$ cat config.mk
export PLATFORM = sky130hd
export DESIGN_NAME = addreq_driver
export DESIGN_NICKNAME = d
export VERILOG_FILES = /design/src/rtl/addreq_pkg.sv /design/src/rtl/addreq_opgen.sv /design/src/rtl/addreq_driver.sv
export SDC_FILE = /design/constraint.sdc
export NUM_CORES = 1
export LEC_CHECK = 0
export CAP_MARGIN = 20
export CORE_ASPECT_RATIO = 0.75
export CORE_MARGIN = 3
export CORE_UTILIZATION = 54
export CTS_CLUSTER_SIZE = 12
export DETAILED_ROUTE_END_ITERATION = 12
export PLACE_DENSITY = 0.88
export RECOVER_POWER = 50
export SYNTH_ARGS = -nofsm -noshare
export SYNTH_HDL_FRONTEND = slang
export SYNTH_SLANG_ARGS = --single-unit
$ cat constraint.sdc
create_clock -name clk -period 16.32 [get_ports clk]
set_input_delay 2.448 -clock clk [delete_from_list [all_inputs] [get_ports clk]]
set_output_delay 2.448 -clock clk [all_outputs]
set_load 0.05 [all_outputs]
$ cat src/rtl/addreq_pkg.sv
// Shared types and default widths for the req/ack adder traffic generator.
package addreq_pkg;

    localparam int unsigned DEF_DATA_W = 32;
    localparam int unsigned DEF_CNT_W  = 16;

    typedef enum logic [1:0] {
        IDLE    = 2'd0,
        ISSUE   = 2'd1,
        COLLECT = 2'd2,
        FIN     = 2'd3
    } state_e;

    // Job configuration as sampled on start
    typedef struct packed {
        logic [DEF_CNT_W-1:0]  count;
        logic [DEF_DATA_W-1:0] base_a;
        logic [DEF_DATA_W-1:0] base_b;
        logic [DEF_DATA_W-1:0] step_a;
        logic [DEF_DATA_W-1:0] step_b;
    } cfg_t;

endpackage

$ cat src/rtl/addreq_opgen.sv
// Operand generator: A/B registers, per-transaction step adders and remaining-transaction counter.
module addreq_opgen #(
    parameter int unsigned DATA_W = addreq_pkg::DEF_DATA_W,
    parameter int unsigned CNT_W  = addreq_pkg::DEF_CNT_W
) (
    input  logic              clk,
    input  logic              rst,
    input  logic              load,
    input  logic              next,
    input  addreq_pkg::cfg_t  cfg,
    output logic [DATA_W-1:0] op_a,
    output logic [DATA_W-1:0] op_b,
    output logic              last_c
);
    import addreq_pkg::*;

    logic [DATA_W-1:0] a_q, a_d;
    logic [DATA_W-1:0] b_q, b_d;
    logic [DATA_W-1:0] step_a_q, step_a_d;
    logic [DATA_W-1:0] step_b_q, step_b_d;
    logic [CNT_W-1:0]  rem_q, rem_d;

    always_comb begin
        a_d      = a_q;
        b_d      = b_q;
        step_a_d = step_a_q;
        step_b_d = step_b_q;
        rem_d    = rem_q;
        if (load) begin
            a_d      = DATA_W'(cfg.base_a);
            b_d      = DATA_W'(cfg.base_b);
            step_a_d = DATA_W'(cfg.step_a);
            step_b_d = DATA_W'(cfg.step_b);
            rem_d    = CNT_W'(cfg.count);
        end else if (next) begin
            a_d   = a_q + step_a_q;
            b_d   = b_q + step_b_q;
            rem_d = rem_q - CNT_W'(1);
        end
    end

    always_ff @(posedge clk or posedge rst) begin
        if (rst) begin
            a_q      <= '0;
            b_q      <= '0;
            step_a_q <= '0;
            step_b_q <= '0;
            rem_q    <= '0;
        end else begin
            a_q      <= a_d;
            b_q      <= b_d;
            step_a_q <= step_a_d;
            step_b_q <= step_b_d;
            rem_q    <= rem_d;
        end
    end

    assign op_a   = a_q;
    assign op_b   = b_q;
    assign last_c = (rem_q == CNT_W'(1));

endmodule

$ cat src/rtl/addreq_driver.sv
// Req/ack adder initiator and result collector, one transaction outstanding.
// Optional result checker enabled by defining ADDREQ_DRIVER_CHECK_EN.
module addreq_driver #(
    parameter int unsigned DATA_W      = addreq_pkg::DEF_DATA_W,
    parameter int unsigned CNT_W       = addreq_pkg::DEF_CNT_W,
    parameter int unsigned TIMEOUT_CYC = 1024
) (
    input  logic              clk,
    input  logic              rst,
    input  logic              start,
    input  logic [CNT_W-1:0]  cfg_count,
    input  logic [DATA_W-1:0] cfg_base_a,
    input  logic [DATA_W-1:0] cfg_base_b,
    input  logic [DATA_W-1:0] cfg_step_a,
    input  logic [DATA_W-1:0] cfg_step_b,
    output logic              o_req,
    output logic [DATA_W-1:0] o_data,
    output logic [DATA_W-1:0] o_datb,
    input  logic              o_ack,
    input  logic              i_req,
    input  logic [DATA_W-1:0] i_datc,
    output logic              i_ack,
    output logic              busy,
    output logic              done,
    output logic              timeout,
    output logic [DATA_W-1:0] res_last,
    output logic [CNT_W-1:0]  err_cnt
);
    import addreq_pkg::*;

    localparam int unsigned WAIT_W = $clog2(TIMEOUT_CYC + 1);

    state_e            state_q, state_d;
    logic [WAIT_W-1:0] wait_q, wait_d;
    logic              timeout_q, timeout_d;
    logic [DATA_W-1:0] res_last_q, res_last_d;
    logic              o_req_q, o_req_d;
    logic              i_ack_q, i_ack_d;
    logic              busy_q, busy_d;
    logic              done_q, done_d;

    cfg_t              cfg_in;
    logic              accept;
    logic              o_hs;
    logic              i_hs;
    logic              expired;
    logic              last_c;
    logic [DATA_W-1:0] op_a;
    logic [DATA_W-1:0] op_b;

    assign accept  = (state_q == IDLE) && start && (cfg_count != '0);
    assign o_hs    = o_req_q & o_ack;
    assign i_hs    = i_ack_q & i_req;
    assign expired = (wait_q == WAIT_W'(TIMEOUT_CYC - 1));

    always_comb begin
        cfg_in        = '0;
        cfg_in.count  = DEF_CNT_W'(cfg_count);
        cfg_in.base_a = DEF_DATA_W'(cfg_base_a);
        cfg_in.base_b = DEF_DATA_W'(cfg_base_b);
        cfg_in.step_a = DEF_DATA_W'(cfg_step_a);
        cfg_in.step_b = DEF_DATA_W'(cfg_step_b);
    end

    addreq_opgen #(
        .DATA_W (DATA_W),
        .CNT_W  (CNT_W)
    ) u_opgen (
        .clk    (clk),
        .rst    (rst),
        .load   (accept),
        .next   (i_hs),
        .cfg    (cfg_in),
        .op_a   (op_a),
        .op_b   (op_b),
        .last_c (last_c)
    );

    always_ff @(posedge clk or posedge rst) begin
        if (rst) begin
            state_q <= IDLE;
        end else begin
            state_q <= state_d;
        end
    end

    // Next state; a handshake on the final allowed cycle wins over the timeout
    always_comb begin
        state_d = state_q;
        unique case (state_q)
            IDLE: begin
                if (start) begin
                    state_d = (cfg_count == '0) ? FIN : ISSUE;
                end
            end
            ISSUE: begin
                if (o_hs) begin
                    state_d = COLLECT;
                end else if (expired) begin
                    state_d = FIN;
                end
            end
            COLLECT: begin
                if (i_hs) begin
                    state_d = last_c ? FIN : ISSUE;
                end else if (expired) begin
                    state_d = FIN;
                end
            end
            FIN: begin
                state_d = IDLE;
            end
            default: begin
                state_d = IDLE;
            end
        endcase
    end

    // Handshake strobes are decoded from the next state so they align with it
    always_comb begin
        o_req_d    = (state_d == ISSUE);
        i_ack_d    = (state_d == COLLECT);
        busy_d     = (state_d == ISSUE) || (state_d == COLLECT);
        done_d     = (state_d == FIN);
        res_last_d = i_hs ? i_datc : res_last_q;
        timeout_d  = timeout_q;
        wait_d     = '0;
        if (accept) begin
            timeout_d = 1'b0;
        end else if (((state_q == ISSUE) && !o_hs) || ((state_q == COLLECT) && !i_hs)) begin
            if (expired) begin
                timeout_d = 1'b1;
            end else begin
                wait_d = wait_q + WAIT_W'(1);
            end
        end
    end

    always_ff @(posedge clk or posedge rst) begin
        if (rst) begin
            wait_q     <= '0;
            timeout_q  <= 1'b0;
            res_last_q <= '0;
            o_req_q    <= 1'b0;
            i_ack_q    <= 1'b0;
            busy_q     <= 1'b0;
            done_q     <= 1'b0;
        end else begin
            wait_q     <= wait_d;
            timeout_q  <= timeout_d;
            res_last_q <= res_last_d;
            o_req_q    <= o_req_d;
            i_ack_q    <= i_ack_d;
            busy_q     <= busy_d;
            done_q     <= done_d;
        end
    end

`ifdef ADDREQ_DRIVER_CHECK_EN
    logic [CNT_W-1:0]  err_q, err_d;
    logic [DATA_W-1:0] expected_c;

    // Operands still hold the current transaction while its result is collected
    assign expected_c = op_a + op_b;

    always_comb begin
        err_d = err_q;
        if (accept) begin
            err_d = '0;
        end else if (i_hs && (i_datc != expected_c) && (err_q != '1)) begin
            err_d = err_q + CNT_W'(1);
        end
    end

    always_ff @(posedge clk or posedge rst) begin
        if (rst) begin
            err_q <= '0;
        end else begin
            err_q <= err_d;
        end
    end

    assign err_cnt = err_q;
`else
    assign err_cnt = '0;
`endif

    assign o_req    = o_req_q;
    assign o_data   = op_a;
    assign o_datb   = op_b;
    assign i_ack    = i_ack_q;
    assign busy     = busy_q;
    assign done     = done_q;
    assign timeout  = timeout_q;
    assign res_last = res_last_q;

endmodule

==> metrics.cfg <==
[min_path]
whs_path_depth=2
hold_path.class=register to register
worstHoldStart=res_last[22]
min_to=res_last[22]

[cts]
cts_tree=built
ctsHoldBuffers=0
cts_max_level=4
cts_buffer_depth=2
clkLatencyLatePin_ns=0.45
clock_sinks=194
post_cts_resized=0
clock-root-buffer=clkbuf_16
post-cts-setup-buffers=0
cts_made_buffers=17
clk_pin_slew_worst_paths_ns=0.08

[setup_path]
slowest_delay_ns=3.38
reg2reg_to=u_opgen.rem_q[10]
rrSetupSlack_ns=11.77
worst_r2r_path_depth=6
r2r-start=i_ack
cp_num_buf_inv=2
critPathArrivalTime_ns=6.49
cp-start-kind=input port
cpMaxStageDelayCell=clkinvlp_2
end_kind=asynchronous set/reset pin
path_cells=dlygate4sd3_1, clkinvlp_2
cp_top_family=buffers and inverters
worstPathMaxFanout=138
crit_required_ns=15.75
worstSetupPathType=input port to asynchronous set/reset pin

[global_route]
gr-total-overflow=0
grt_pass1_vias=10280
grt_pass1_wl_microns=53520
grt_antenna_before_repair=1
grt_max_degree=139
grt_util_all_layers_pct=28.82

[timing]
worstMarginPinSlew_ns=6.106
period_minus_slack_ns=7.068
setup_viol=0
rsz0062_at_grt=no
relSlewSlack_pct=-309.3
hold_viol_final=0
setup_total_negative_slack_ns=0
slew_viol_final=385
fmax_mhz=141.5
skew_ns=0.01563
fin_crit_sh_pct=43.31

[detailed_routing]
drt_first_pass_iters=5
route.vias.total=10620
drc=0
ant_nets=0
first_iter_violations=1009
wire_per_inst_microns=17.35
via_per_inst=5.608
wl_microns=32840

[floorplan]
fp.dieH_microns=131.4
coreArea_sq_mm=0.02044
die_w_microns=173.2
initial_utilization_pct=55.41
rows=45
io_pins=298
die_area_sq_mm=0.02277

[logic_synthesis]
syn_area_per_cell_sq_um=8.334
synth-compound-area-share_pct=17.28
synthXorXnorAreaFrac_pct=5.722
syn-cell-area_sq_mm=0.01133
synth_edf_count=0
synth_top_area_cell=dfrtp_1
yosysTopAreaCellShare_pct=42.86
synthArstFlopShare_pct=100.0
synthSimpleGateAreaFrac_pct=22.27
ys.flop_type=dfrtp_1
ys_seq_elements=194
syn_inst=1359
synthMuxAreaShare_pct=0
yosysUniqueCellTypes=63
yosys_warnings=0
synth_top_family_by_area=simple AND/OR/NAND/NOR gates
synthAdderAreaFrac_pct=7.866
synth_area_leaders=dfrtp_1 43%, nand2_1 13%, ha_1 7.5%, a21oi_1 4.6%, xnor2_1 3.3%
seq_area_frac_synth_pct=42.86

[outcome]
violations=max-capacitance violations, max-slew violations
status=complete, but fails checks

[cells_and_area]
syn_to_final_growth_pct=30.70
drive_gt1_share_pct=3.352
fillers=1540
final_nets=1849
n_antenna_cell=0

[place]
place.gp.congestion=0.9591
io_buffers=281
post-dp-hpwl_microns=23650

[power_and_ir_drop]
peakVddDrop_mv=0.1517
power_density_mw_per_mm2=238.0
finalPower_uw=3524
p_leak_uw=0.007026

[run]
maxCapViolations=5

-- cell families after synthesis --
group	count (synthesis)
compound gates	312
other cells	1
xor+xnor	74
simple gates	605
flops	194
fa+ha+maj	70
buf+inv	103
-- Yosys cell counts (8+ instances only) --
cell type,instances
nand2_1,396
dfrtp_1,194
a21oi_1,105
nor2_1,97
o21ai_0,73
ha_1,68
clkbuf_1,60
xnor2_1,43
a21o_1,39
xor2_1,31
nand3_1,29
inv_1,22
and3_1,21
a31oi_1,20
buf_4,16
nor3_1,12
nor4_1,10
nand4_1,8
nor2b_1,8
-- cells in the final DEF (no fill, tap or decap), drive strengths merged, types with 3 or more instances in the layout --
cell type      instances
or3                    7
nand4                  8
or4                    3
nand3                 29
nand2                396
dfrtp                194
nor2b                  8
conb                  16
a21oi                106
and4                   3
clkinv                 4
dlygate4sd3           62
and3                  21
clkdlybuf4s50        219
o21a                   5
nor3                  12
a221oi                 4
xnor2                 43
a31o                   4
a21o                  39
a211oi                 8
a21boi                 5
o21bai                 7
o21ai                 82
ha                    68
a31oi                 20
inv                   30
xor2                  31
nor2                  97
and2                   3
nor4                  10
clkbuf                19
o211ai                 7
o31ai                  7
buf                    4
-- power breakdown --
group	switching [uW]	leakage (uW)	internal, uW
clock	213	0.000284	207
sequential	177	0.00240	705
combinational	1400	0.00434	817
-- flip-flops by register name (all words and copies together) (netlist names) --
name,flops
o_req,1
res_last,32
wait_q,11
u_opgen.op_b,32
done,1
u_opgen.op_a,32
u_opgen.step_b_q,32
state_q,2
i_ack,1
u_opgen.step_a_q,32
u_opgen.rem_q,16
busy,1
timeout,1
-- final cells by class --
cell class	instances	area [sq um]	share of cell area (%)
Clock inverter	14	156.4	1.057
Timing Repair Buffer	286	2846	19.23
Multi-Input combinational cell	1077	6080	41.07
Tap cell	282	352.8	2.384
Sequential cell	194	4855	32.80
Clock buffer	18	429.2	2.899
Inverter	22	83.83	0.5663
-- worst max path at each step --
stage	slack, ns	from	depth (start not counted)	to
final	9.25	rst	2	u_opgen.step_b_q[7]
after global routing	8.23	rst	2	u_opgen.step_b_q[7]
after CTS	11.43	cfg_count[5]	8	u_opgen.op_a[29]
after detailed placement	10.98	cfg_count[7]	8	u_opgen.op_b[30]
after global placement	11.06	cfg_count[3]	8	u_opgen.op_b[30]
after floorplan	8.59	rst	1	busy
-- metal layers --
layer | GRT usage, % | routed length, microns
met5 | 0 | 13
met4 | 6.706 | 493
met3 | 5.257 | 2855
met2 | 43.45 | 14500
met1 | 43.40 | 14980
-- through the flow --
stage	utilization, %	hold WS [ns]	cells	area [sq um]	setup WS [ns]
2_1_floorplan	-	0.4497	1374	11380	8.588
3_3_place_gp	69.73	0.4575	1861	14250	11.06
3_5_place_dp	69.73	0.4615	1861	14250	10.98
4_1_cts	72.60	0.4807	1893	14840	11.43
5_1_grt	72.43	0.5048	1893	14800	8.225
6_report	72.43	0.4773	1893	14800	9.252
(Power assumes the default switching activity.)
